## config.mk

```make
export PLATFORM = sky130hd
export DESIGN_NAME = des_uart_host
export DESIGN_NICKNAME = d
export VERILOG_FILES = /design/src/rtl/des_uart_host.sv
export SDC_FILE = /design/constraint.sdc
export NUM_CORES = 1
export LEC_CHECK = 0
export BUFFER_PORTS_ARGS = -buffer_cell sky130_fd_sc_hd__buf_2
export CORE_MARGIN = 2
export CORE_UTILIZATION = 40
export CTS_CLUSTER_DIAMETER = 100
export DETAILED_ROUTE_END_ITERATION = 8
export PLACE_DENSITY_LB_ADDON = 0.25
export SLEW_MARGIN = 10
export SYNTH_ARGS = -nofsm -noshare
export SYNTH_HDL_FRONTEND = slang
export SYNTH_SLANG_ARGS = --single-unit
```

## constraint.sdc

```tcl
create_clock -name clk -period 6.1 [get_ports clk]
set_clock_uncertainty 0.15 [all_clocks]
set_input_delay 1.22 -clock clk [delete_from_list [all_inputs] [get_ports clk]]
set_output_delay 1.22 -clock clk [all_outputs]
set_load 0.05 [all_outputs]
```

## src/rtl/des_uart_host.sv

```systemverilog
// des_uart_host: sends a 9-byte DES request frame over UART and collects the 8-byte reply for encrypt/decrypt.
// Optional reply timeout: define DES_HOST_TIMEOUT_EN.
module des_uart_host #(
    parameter int CLK_FREQ     = 50_000_000,
    parameter int BAUD         = 9600,
    parameter int GAP_BITS     = 1,
    parameter int TIMEOUT_BITS = 200
) (
    input  logic        clk,
    input  logic        rst,
    input  logic        req_valid,
    output logic        req_ready,
    input  logic [7:0]  req_cmd,
    input  logic [63:0] req_data,
    output logic        rsp_valid,
    output logic [63:0] rsp_data,
    output logic [1:0]  rsp_err,
    output logic        busy,
    output logic        uart_tx,
    input  logic        uart_rx
);
    localparam int BIT_CLKS = CLK_FREQ / BAUD;
    localparam int BW = $clog2(BIT_CLKS + 1);
    localparam int CW = $clog2(TIMEOUT_BITS > 16 ? TIMEOUT_BITS + 1 : 17);
    localparam logic [BW-1:0] BIT_END = BW'(BIT_CLKS - 1);
    localparam logic [BW-1:0] HALF_END = BW'(BIT_CLKS / 2 - 1);
    typedef enum logic [3:0] {
        IDLE, TX_START, TX_BIT, TX_STOP, TX_GAP, RX_WAIT, RX_HALF, RX_BIT, RX_STOP, DONE
    } state_t;
    state_t state_q, state_d;
    logic [BW-1:0] baud_q, baud_d;
    logic [CW-1:0] cnt_q, cnt_d;
    logic [3:0] byte_q, byte_d;
    logic [71:0] frame_q, frame_d;
    logic reply_q, reply_d;
    logic [7:0] rx_byte_q, rx_byte_d;
    logic [55:0] rx_sr_q, rx_sr_d;
    logic rsp_valid_q, rsp_valid_d, busy_q, busy_d, req_ready_q, req_ready_d, uart_tx_q, uart_tx_d;
    logic [63:0] rsp_data_q, rsp_data_d;
    logic [1:0] rsp_err_q, rsp_err_d, err;
    logic rx_s1_q, rx_s2_q, rx_s3_q;
    logic bit_end, rx_fall, adv;
    logic [7:0] tx_byte;
    assign bit_end = baud_q == BIT_END;
    assign rx_fall = rx_s3_q && !rx_s2_q;
    // next-state and next-output logic; counters restart on every state change so bytes never drift
    always_comb begin
        state_d = state_q;
        baud_d = baud_q;
        cnt_d = cnt_q;
        byte_d = byte_q;
        frame_d = frame_q;
        reply_d = reply_q;
        rx_byte_d = rx_byte_q;
        rx_sr_d = rx_sr_q;
        rsp_data_d = rsp_data_q;
        rsp_err_d = rsp_err_q;
        err = 2'b00;
        adv = 1'b0;
        case (state_q)
            IDLE: if (req_valid) begin
                state_d = TX_START;
                frame_d = {req_cmd, req_data};
                reply_d = req_cmd == 8'h0F || req_cmd == 8'hF0;
                byte_d = 4'd0;
            end
            TX_START: if (bit_end) state_d = TX_BIT;
            TX_BIT: if (bit_end) begin
                if (cnt_q == CW'(7)) state_d = TX_STOP;
                else cnt_d = cnt_q + 1'b1;
            end
            TX_STOP: if (bit_end) state_d = TX_GAP;
            TX_GAP: if (bit_end) cnt_d = cnt_q + 1'b1;
            RX_WAIT: begin
                if (rx_fall) state_d = RX_HALF;
`ifdef DES_HOST_TIMEOUT_EN
                else if (bit_end) begin
                    cnt_d = cnt_q + 1'b1;
                    if (cnt_q == CW'(TIMEOUT_BITS - 1)) begin
                        state_d = DONE;
                        err = 2'b10;
                    end
                end
`endif
            end
            RX_HALF: if (baud_q == HALF_END) state_d = rx_s2_q ? RX_WAIT : RX_BIT;
            RX_BIT: if (bit_end) begin
                rx_byte_d = {rx_s2_q, rx_byte_q[7:1]};
                if (cnt_q == CW'(7)) state_d = RX_STOP;
                else cnt_d = cnt_q + 1'b1;
            end
            RX_STOP: if (bit_end) begin
                if (!rx_s2_q) begin
                    state_d = DONE;
                    err = 2'b01;
                end else begin
                    rx_sr_d = {rx_sr_q[47:0], rx_byte_q};
                    state_d = byte_q == 4'd7 ? DONE : RX_WAIT;
                    byte_d = byte_q + 4'd1;
                end
            end
            DONE: state_d = IDLE;
            default: state_d = IDLE;
        endcase
        adv = bit_end && ((state_q == TX_STOP && GAP_BITS == 0) ||
                          (state_q == TX_GAP && cnt_q == CW'(GAP_BITS - 1)));
        if (adv) begin
            state_d = byte_q == 4'd8 ? (reply_q ? RX_WAIT : DONE) : TX_START;
            byte_d = byte_q == 4'd8 ? 4'd0 : byte_q + 4'd1;
            frame_d = {frame_q[63:0], 8'h00};
        end
        baud_d = (state_d != state_q || bit_end) ? '0 : baud_q + 1'b1;
        if (state_d != state_q) cnt_d = '0;
        if (state_d == DONE) begin
            rsp_err_d = err;
            if (err == 2'b00) rsp_data_d = reply_q ? {rx_sr_q, rx_byte_q} : 64'd0;
        end
        tx_byte = frame_d[71:64];
        uart_tx_d = state_d == TX_START ? 1'b0 : state_d == TX_BIT ? tx_byte[cnt_d[2:0]] : 1'b1;
        rsp_valid_d = state_d == DONE;
        busy_d = state_d != IDLE;
        req_ready_d = state_d == IDLE;
    end
    // all state and registered outputs; reset returns the link to idle with the line high
    always_ff @(posedge clk) begin
        if (rst) begin
            state_q <= IDLE;
            baud_q <= '0;
            cnt_q <= '0;
            byte_q <= '0;
            frame_q <= '0;
            reply_q <= 1'b0;
            rx_byte_q <= '0;
            rx_sr_q <= '0;
            rsp_valid_q <= 1'b0;
            rsp_data_q <= '0;
            rsp_err_q <= 2'b00;
            busy_q <= 1'b0;
            req_ready_q <= 1'b1;
            uart_tx_q <= 1'b1;
            rx_s1_q <= 1'b1;
            rx_s2_q <= 1'b1;
            rx_s3_q <= 1'b1;
        end else begin
            state_q <= state_d;
            baud_q <= baud_d;
            cnt_q <= cnt_d;
            byte_q <= byte_d;
            frame_q <= frame_d;
            reply_q <= reply_d;
            rx_byte_q <= rx_byte_d;
            rx_sr_q <= rx_sr_d;
            rsp_valid_q <= rsp_valid_d;
            rsp_data_q <= rsp_data_d;
            rsp_err_q <= rsp_err_d;
            busy_q <= busy_d;
            req_ready_q <= req_ready_d;
            uart_tx_q <= uart_tx_d;
            rx_s1_q <= uart_rx;
            rx_s2_q <= rx_s1_q;
            rx_s3_q <= rx_s2_q;
        end
    end
    assign req_ready = req_ready_q;
    assign rsp_valid = rsp_valid_q;
    assign rsp_data = rsp_data_q;
    assign rsp_err = rsp_err_q;
    assign busy = busy_q;
    assign uart_tx = uart_tx_q;
endmodule

```

==> results of run 1 <==
## flip-flops by register name, indices dropped and copies added (netlist names)
name and flops:
busy 1, uart_tx 1, rx_sr_q 56, rx_s2_q 1, cnt_q 8, baud_q 13
rx_s3_q 1, req_ready 1, state_q 4, frame_q 72, rx_s1_q 1, byte_q 4
rsp_data 64, rx_byte_q 8, rsp_err 1, reply_q 1, rsp_valid 1
## per-layer routing
metal	vias to the layer above	track usage, %	part of all wire [%]
met3	32	4.96	6.7
li1	4405	-	-
met4	4	4.26	1.7
met5	-	0	0.086
met2	202	30.1	45
met1	4039	25.0	46
## logic make-up after synthesis
logic type	count (synthesis)	share of synthesized area, %
other	1	0.0383
DFF	238	48.6
adders and majority gates	5	0.639
buffers and inverters	100	4.27
xor gates and xnor gates	21	1.88
and+or+nand+nor	665	30.9
AOI/OAI and AO/OA	220	11.9
muxes	17	1.78
## worst paths after layout
kind	startpoint	cells past startpoint	slack, ns	endpoint
worst max-delay path	baud_q[0]$_SDFF_PP0_	10	2.22	rsp_data[33]$_SDFFE_PP0P_
worst min-delay path	rx_s1_q$_SDFF_PP1_	1	0.26	rx_s2_q$_SDFF_PP1_
worst max register to register	baud_q[0]$_SDFF_PP0_	10	2.22	rsp_data[33]$_SDFFE_PP0P_
worst min register to register	rx_s1_q$_SDFF_PP1_	1	0.26	rx_s2_q$_SDFF_PP1_
## synth_stat cells, drive strengths merged (3+ instances only)
library cell	instances
nand2	336
dfxtp	238
a21oi	140
nand3	131
nor2	120
clkbuf	71
o21ai	64
buf	24
mux2i	14
nor3	13
xor2	13
or2	10
xnor2	8
nand4	7
and3	5
ha	5
inv	5
nand2b	5
nand4b	5
nor2b	5
nor4	5
a211oi	3
and2	3
and4bb	3
mux2	3
nor4b	3
o21a	3
or3	3
## worst max-delay path, stage by stage (launching register included)
cell	delay [ns]
dfxtp_1	0.39
ha_1	0.29
and4bb_2	0.30
nand3_1	0.23
nor2_1	0.73
nand2_1	0.08
and3_1	0.25
or2_4	0.27
nor2_8	0.66
nand3_1	0.21
a21oi_1	0.18
## stage by stage
stage / utilization, % / hold slack, ns
2_1_floorplan: - / 0.239
3_3_place_gp: 43.9 / 0.244
3_5_place_dp: 43.9 / 0.248
4_1_cts: 47.7 / 0.263
5_1_grt: 47.8 / 0.269
6_report: 47.9 / 0.261
## final cells by class
type	instances	area share, %
Tap cell	324	3.50
Timing Repair Buffer	153	7.04
Inverter	5	0.162
Antenna cell	5	0.108
Clock buffer	31	6.31
Multi-Input combinational cell	929	40.0
Clock inverter	17	1.70
Sequential cell	238	41.2
## report_power, final
part	switching, mW	internal, mW
combinational	0.131	0.0707
clock	0.641	1.02
sequential	0.0213	1.59
==> summary.txt, run 1 <==
Outcome
  – Outcome: complete, no violations

Detailed routing
  – Post-DRT Antenna Nets: 0
  – First-pass DRT Iterations: 4
  – DRC errors left: 0
  – Via density: slightly above 5
  – Via Count: 8682
  – Wire per inst: 14.4 µm
  – Drt total wl: 24.5 mm
  – Initial DRC count: 537

Clock network
  – Root buffer cell: clkbuf_16
  – H-tree level count: 1
  – CTS tree: yes
  – # Post-CTS Setup Buffers: 0
  – Clk pin slew, worst setup/hold paths: approximately 0.06 ns
  – PostCTS Resize Cnt: 0
  – Clock sink count: approximately 240
  – Clock buffer depth: 3
  – CTS Buf Count: 26
  – Worst-Skew Late Latency: 0.52 ns
  – Count of hold-fix buffers inserted at cts: 0

Power and ir drop
  – Total power: 3.48 mW
  – Max IR drop VDD: 0.170 mV
  – Pwr Density: 300 nW/µm²
  – Leakage power: 4.55 nW

Placed design
  – Input/output buffers: 144
  – Global placer's final weighted congestion: 0.815
  – Inst Count DP: approximately 1600
  – DP Worst Slack: slightly above 2 ns
  – HPWL after DPL: 15.4 mm
  – Placed cell areas: 10600 µm²

Timing
  – Setup TNS: 0 ns
  – Fmax: roughly 0.26 GHz
  – Period utilization: 63.6%
  – Final setup viols: 0
  – Hold Violations, Final: 0
  – Unrepaired setup endpoints after global routing: no
  – Slew @ Worst Pin: about 1.1 ns
  – Setup slack after layout: roughly 2.2 ns
  – Max-slew headroom: 26.8%
  – Post-layout min period: about 3.9 ns
  – Max-slew violation count: 0

Synthesis
  – Synth warn: 0
  – Synthesized flop and latch total: 238
  – Synthesized area: 9800 µm²
  – Sequential element share of the synthesized area: 48.6%
  – Asr flop ratio synth: 0%
  – Top_reg_cell synth: dfxtp_1
  – Yosys cell types: 58
  – Largest area contributor in the netlist: dfxtp_1
  – Post-synth EDFFs: 0
  – Avg Cell Area, Syn: 7.73 µm²
  – Mapped Cells: 1267
  – Synthesized Nets: 1348
  – Top cell type's share of synthesized area: 48.6%
  – Synth area leaders: dfxtp_1 (49%), nand2_1 (13%), a21oi_1 (7.2%), nand3_1 (6.7%), nor2_1 (4.1%)

Cells and area
  – Fin area: approximately 12000 µm²
  – Finished Layout Cells: 1702
  – Storage element area: approximately 4800 µm²
  – Most common cell after layout, fill and taps aside: nand2_1
  – Fillers: 2398
  – Share of cells above drive strength 1: 17.8%
  – Nets: 1434
  – Commonest cells after routing, fill and taps aside: nand2_1 (336), dfxtp_1 (237), buf_2 (143)
  – Multi-input logic area: between 4000 and 5000 µm²
  – Area delta synth->final: 18.1%

Die
  – Die Width: approximately 160 µm
  – Chip Height: 160 µm
  – Core Area: 24200 µm²
  – Initial core utilization: 40.5%
  – IO Pins: 146
  – Die area: approximately 26000 µm²
  – # rows: 57

Min path
  – Worst min path class: flop to flop

GRT
  – Initial antenna violation count: 6
  – Largest net degree at the start of global routing: between 100 and 150
  – Number of global-route vias before repair: 8168
  – Gr ovfl total: 0
  – First-pass GRT wire length: 40.6 mm
  – GRT Overall Usage: between 10% and 20%

Critical path
  – Crit end category: flop
  – Worst EP required: 6.40 ns
  – CP Max Fanout: 64
  – WS Path Type: flop to flop
  – Worst Path Arrival: 4.17 ns
  – CP Launch Type: flop

Flow run
  – Max-cap violations: 0
No activity file was read; power rests on OpenSTA's default activity.
==> inputs of run 2 (changes only) <==
Clock period 6.1 ns to 3.67 ns, I/O delays scaled along.
==> run 2 against run 1 <==
Compared with the run above: design area is essentially flat; worst setup slack worse by 1.8 ns; core utilization is essentially flat; cell count is essentially flat; critical path type unchanged; critical endpoint is now rsp_data[49]$_SDFFE_PP0P_.
==> summary.txt, run 2 (synthesis gave the netlist of run 1 again) <==
Clock network
  – CTS Buf Count: 26 (unchanged)
  – CTS tree: yes
  – Worst-Skew Late Latency: 0.52 ns (about the same)
  – Clk pin slew, worst setup/hold paths: 0.06 ns (about the same)
  – Clock sink count: 238 (unchanged)
  – Root buffer cell: clkbuf_16
  – H-tree level count: 1 (unchanged)
  – PostCTS Resize Cnt: 0 (unchanged)
  – Count of hold-fix buffers inserted at cts: 0 (unchanged)
  – # Post-CTS Setup Buffers: 0 (unchanged)
  – Clock buffer depth: 3 (unchanged)

Die
  – Chip Height: 160 µm (unchanged)
  – Die Width: 160 µm (unchanged)
  – # rows: 57 (unchanged)
  – Die area: 25800 µm² (unchanged)
  – IO Pins: 146 (unchanged)
  – Initial core utilization: 40.5% (unchanged)
  – Core Area: 24200 µm² (unchanged)

Cells and area
  – Largest register FFs: 72 (unchanged)
  – Top reg by flops: frame_q
  – Final Util: 47.9% (about the same)
  – Commonest cells after routing, fill and taps aside: nand2_1 (336), dfxtp_1 (237), buf_2 (143)
  – Fin area: 11600 µm² (about the same)
  – Share of cells above drive strength 1: 17.7% (-0.039 points)
  – Finished Layout Cells: 1703 (+0.059%)
  – Multi-input logic area: 4630 µm² (unchanged)
  – Most common cell after layout, fill and taps aside: nand2_1
  – Storage element area: 4770 µm² (unchanged)
  – Fillers: 2439 (+1.7%)
  – Nets: 1438 (+0.28%)
  – Area delta synth->final: 18.2% (about the same)

GRT
  – Number of global-route vias before repair: 7952 (-2.6%)
  – First-pass GRT wire length: 40.3 mm (-0.78%)
  – Gr ovfl total: 0 (unchanged)
  – Largest net degree at the start of global routing: 124 (-14%)
  – GRT Overall Usage: 18.6% (-0.066 points)
  – Initial antenna violation count: 6 (unchanged)

Min path
  – Hold worst-path end: rx_s1_q$_SDFF_PP1_
  – Worst min path class: primary input to flop
  – Worst hold start: uart_rx
  – Hold path depth: 2 (+1)

Power and ir drop
  – Pwr Density: 490 nW/µm² (+63%)
  – Leakage power: 4.56 nW (+0.22%)
  – Max IR drop VDD: 0.344 mV (+100%)

Detailed routing
  – Drt total wl: 24.5 mm (about the same)
  – DRC errors left: 0 (unchanged)
  – First-pass DRT Iterations: 4 (unchanged)
  – Via density: 5.08 (-0.37%)
  – Initial DRC count: 643 (+20%)
  – Wire per inst: 14.4 µm (about the same)
  – Via Count: 8655 (-0.31%)
  – Post-DRT Antenna Nets: 0 (unchanged)

Critical path
  – Worst flop-to-flop path endpoint: rsp_data[49]$_SDFFE_PP0P_
  – Crit end category: flop
  – Worst EP required: 3.96 ns (-2.44 ns)
  – R2R cell count: 10 (unchanged)
  – CP startpoint: baud_q[0]$_SDFF_PP0_
  – WS Path Type: flop to flop
  – RR Startpoint: baud_q[0]$_SDFF_PP0_
  – CP Launch Type: flop
  – Worst Path Arrival: 3.50 ns (-0.67 ns)
  – CP Max Fanout: 64 (unchanged)
  – FF-to-FF setup slack: 0.46 ns (-1.76 ns)

Timing
  – Slew @ Worst Pin: 0.695 ns (-0.403 ns)
  – Period utilization: 87.5% (+24 points)
  – Post-layout min period: 3.21 ns (-0.667 ns)
  – Max-slew headroom: 53.7% (+27 points)
  – Setup TNS: 0 ns (unchanged)
  – Fmax: 0.311 GHz (+21%)
  – Hold Violations, Final: 0 (unchanged)
  – Max-slew violation count: 0 (unchanged)
  – Final setup viols: 0 (unchanged)
  – Unrepaired setup endpoints after global routing: no

Placed design
  – Inst Count DP: 1653 (+0.30%)
  – HPWL after DPL: 15.7 mm (+1.6%)
  – Input/output buffers: 144 (unchanged)
  – Global placer's final weighted congestion: 0.840 (+3.0%)
  – Placed cell areas: 10700 µm² (+0.71%)

Flow run
  – Max-cap violations: 0 (unchanged)

Outcome
  – Outcome: complete, no violations
[run 2: changes by cell type in the layout (fill, tap and decap cells not counted)]
cell and delta:
clkinv_4 -1, buf_4 +2, bufinv_16 -2, diode_2 -2, clkbuf_8 +4, buf_12 +3
clkinvlp_4 -2, clkinv_2 -3, buf_16 -1, clkbuf_1 +3
[run 2: area by class of cell]
class / instances / share of cell area [%]
tap: 324 / 3.50
antenna: 3 / 0.0648
clock buffer: 38 / 6.88
inverter: 5 / 0.162
timing repair buffer: 157 / 7.44
sequential: 238 / 41.1
multi-input combinational: 929 / 40.0
clock inverter: 9 / 0.843
[run 2: through the flow]
| stage | setup slack, ns | hold slack (ns) | power (mW) |
|---|---|---|---|
| after floorplan | 1.01 | 0.239 | 2.97 |
| final | 0.458 | 0.251 | 5.68 |
| after global routing | 0.219 | 0.246 | 5.90 |
| after CTS | 0.475 | 0.229 | 5.75 |
| after detailed placement | 0.511 | 0.254 | 3.07 |
| after global placement | 0.618 | 0.246 | 3.07 |
[run 2: worst max path at each step]
stage / end / slack, ns / cells past startpoint
final: rsp_data[49]$_SDFFE_PP0P_ / 0.46 / 10
after global routing: rsp_data[49]$_SDFFE_PP0P_ / 0.22 / 10
after detailed placement: rsp_data[37]$_SDFFE_PP0P_ / 0.51 / 9
after global placement: rsp_data[11]$_SDFFE_PP0P_ / 0.62 / 10
after floorplan: uart_tx$_SDFF_PP1_ / 1.01 / 10
after CTS: rsp_data[49]$_SDFFE_PP0P_ / 0.47 / 10
[run 2: metal layers]
metal / wire [µm] / up-vias / global-route usage [%] / part of all wire, %
met3: 1660 / 36 / 4.83 / 6.8
met2: 11200 / 201 / 29.9 / 46
li1: - / 4409 / - / -
met5: 22 / - / 0 / 0.090
met1: 11100 / 4003 / 24.8 / 45
met4: 545 / 6 / 4.83 / 2.2
[run 2: worst max-delay path: stages (launching register included)]
cell	delay (ns)
dfxtp_1	0.39
ha_1	0.27
nand4bb_1	0.21
or3_4	0.46
a32oi_1	0.23
nand4b_2	0.19
nor2_2	0.20
or3_2	0.15
buf_4	0.51
nand2_1	0.15
a21oi_1	0.15
[run 2: report_power, final]
part | switching, mW | internal [mW] | total (mW) | leakage, nW
Combinational | 0.216 | 0.119 | 0.335 | 2.18
Clock | 1.02 | 1.64 | 2.66 | 0.446
Sequential | 0.0354 | 2.64 | 2.68 | 1.93
Total | 1.28 | 4.40 | 5.68 | 4.56
==> inputs of run 3 (changes only) <==
Settings changed: CELL_PAD_IN_SITES_DETAIL_PLACEMENT from default to 1, CELL_PAD_IN_SITES_GLOBAL_PLACEMENT from default to 1.
==> run 3 against run 2 <==
Compared with the run above: largest power group unchanged; design area is 0.61% lower; global-route usage grew 2.6 points; non-clock buffer count up 5; largest cell class unchanged.
==> summary.txt, run 3 (synthesis gave the netlist of run 1 again) <==
Timing
  – Final setup viols: 0 (unchanged)
  – Fmax: 0.307 GHz (-1.4%)
  – Hold Violations, Final: 0 (unchanged)
  – Post-layout min period: 3.26 ns (+0.0459 ns)
  – Setup TNS: 0 ns (unchanged)
  – Max-slew violation count: 0 (unchanged)
  – Slew @ Worst Pin: 0.728 ns (+0.0337 ns)
  – Fin Hold WS: 0.244 ns (-0.00752 ns)
  – Unrepaired setup endpoints after global routing: no
  – Period utilization: 88.8% (+1.3 points)
  – Max-slew headroom: 51.4% (-2.2 points)

Detailed routing
  – Wire per inst: 16.4 µm (+14%)
  – Initial DRC count: 535 (-17%)
  – Via Count: 8958 (+3.5%)
  – Via density: 5.26 (+3.6%)
  – DRC errors left: 0 (unchanged)
  – Post-DRT Antenna Nets: 0 (unchanged)
  – Drt total wl: 27.9 mm (+14%)
  – First-pass DRT Iterations: 4 (unchanged)

Min path
  – Worst min path class: primary input to flop

Clock network
  – Clock buffer depth: 3 (unchanged)
  – Root buffer cell: clkbuf_16
  – Count of hold-fix buffers inserted at cts: 0 (unchanged)
  – CTS tree: yes
  – Clk pin slew, worst setup/hold paths: 0.06 ns (about the same)
  – CTS Buf Count: 27 (+3.8%)
  – # Post-CTS Setup Buffers: 0 (unchanged)
  – Clock sink count: 238 (unchanged)
  – PostCTS Resize Cnt: 0 (unchanged)
  – H-tree level count: 1 (unchanged)
  – Worst-Skew Late Latency: 0.53 ns (about the same)

GRT
  – Number of global-route vias before repair: 8906 (+12%)
  – Initial antenna violation count: 3 (-3)
  – First-pass GRT wire length: 45.5 mm (+13%)
  – Gr ovfl total: 0 (unchanged)
  – GRT Overall Usage: 21.1% (+2.6 points)
  – Largest net degree at the start of global routing: 90 (-27%)

Die
  – IO Pins: 146 (unchanged)
  – Initial core utilization: 40.5% (unchanged)
  – Die area: 25800 µm² (unchanged)
  – Core Area: 24200 µm² (unchanged)
  – # rows: 57 (unchanged)
  – Chip Height: 160 µm (unchanged)
  – Die Width: 160 µm (unchanged)

Critical path
  – Crit end category: flop
  – Crit path cell chain: ha_1, and4bb_2, nand3_1, nor2_1, nand2_1, and3_1, or2_4, nor2_8, buf_4, nand3_1, a21oi_1
  – Max incr delay on CP: 0.38 ns (-0.13 ns)
  – WS Path Type: flop to flop
  – CP Launch Type: flop
  – Buffer and inverter count on the worst path: 1 (unchanged)
  – Worst Path Arrival: 3.56 ns (+0.06 ns)
  – Most frequent CP cell: nand3_1
  – Slowest CP cell: dfxtp_1
  – CP Max Fanout: 20 (-69%)
  – Delay-heaviest family, CP: simple AND/OR/NAND/NOR gates
  – Worst EP required: 3.97 ns (about the same)

Placed design
  – Inst Count DP: 1658 (+0.30%)
  – Input/output buffers: 144 (unchanged)
  – Global placer's final weighted congestion: 0.873 (+4.0%)
  – HPWL after DPL: 18.4 mm (+18%)

Cells and area
  – Finished Layout Cells: 1702 (-0.059%)
  – Share of cells above drive strength 1: 17.4% (-0.29 points)
  – Fillers: 3034 (+24%)
  – Nets: 1444 (+0.42%)
  – Largest register FFs: 72 (unchanged)
  – Area delta synth->final: 17.5%
  – Multi-input logic area: 4630 µm² (unchanged)
  – Top reg by flops: frame_q
  – Commonest cells after routing, fill and taps aside: nand2_1 (336), dfxtp_1 (237), buf_2 (143)
  – Storage element area: 4770 µm² (unchanged)
  – Most common cell after layout, fill and taps aside: nand2_1

Power and ir drop
  – Max IR drop VDD: 0.327 mV (-5.0%)
  – Total power: 5.52 mW (-2.7%)
  – Leakage power: 4.53 nW (-0.67%)
  – Pwr Density: 480 nW/µm² (-2.1%)

Outcome
  – Outcome: complete, no violations

Flow run
  – Max-cap violations: 0 (unchanged)
[run 3: cell count changes in the layout (fill, tap and decap cells not counted), moves of 2 or more]
cell       delta
clkbuf_8      -2
inv_6         +2
clkbuf_1      +4
buf_4         +6
clkinv_2      -6
bufinv_16     -2
[run 3: path summary, 6_finish.rpt]
path | startpoint | endpoint | slack [ns] | cells after the start
hold reg to reg | rx_s1_q$_SDFF_PP1_ | rx_s2_q$_SDFF_PP1_ | 0.26 | 1
hold / removal | uart_rx | rx_s1_q$_SDFF_PP1_ | 0.24 | 2
setup / recovery | baud_q[0]$_SDFF_PP0_ | rsp_data[13]$_SDFFE_PP0P_ | 0.41 | 11
setup reg to reg | baud_q[0]$_SDFF_PP0_ | rsp_data[13]$_SDFFE_PP0P_ | 0.41 | 11
[run 3: area by class of cell]
class                           count  share of cell area [%]
Antenna cell                        2                  0.0435
Clock buffer                       40                    6.81
Clock inverter                      2                   0.152
Inverter                            5                   0.163
Multi-Input combinational cell    929                    40.2
Sequential cell                   238                    41.4
Tap cell                          324                    3.52
Timing Repair Buffer              162                    7.71
[run 3: power by group]
| group | switching (mW) | total (mW) | internal, mW |
|---|---|---|---|
| clock | 1.03 | 2.49 | 1.46 |
| sequential | 0.0374 | 2.68 | 2.64 |
| combinational | 0.228 | 0.349 | 0.121 |
[run 3: metal layers]
layer / wire length [µm] / global-route usage (%) / vias to the layer above
met1: 12400 / 26.8 / 4336
li1: - / - / 4406
met5: 9 / 0 / -
met4: 648 / 5.53 / 2
met3: 1260 / 3.95 / 45
met2: 13500 / 36.9 / 169
[run 3: worst reg2reg max path: stages, from the launching register on]
cell and delay [ns]:
dfxtp_1 0.38, ha_1 0.27, and4bb_2 0.29, nand3_1 0.21, nor2_1 0.38, nand2_1 0.10
and3_1 0.24, or2_4 0.27, nor2_8 0.32, buf_4 0.28, nand3_1 0.10, a21oi_1 0.18
[run 3: metrics by stage]
step	util, %	cell area (µm²)	worst slack (ns)
after floorplan	-	9800	1.01
after global placement	44.3	10700	0.585
after detailed placement	44.3	10700	0.483
after CTS	47.6	11500	0.409
after global routing	47.6	11500	0.135
final	47.6	11500	0.412
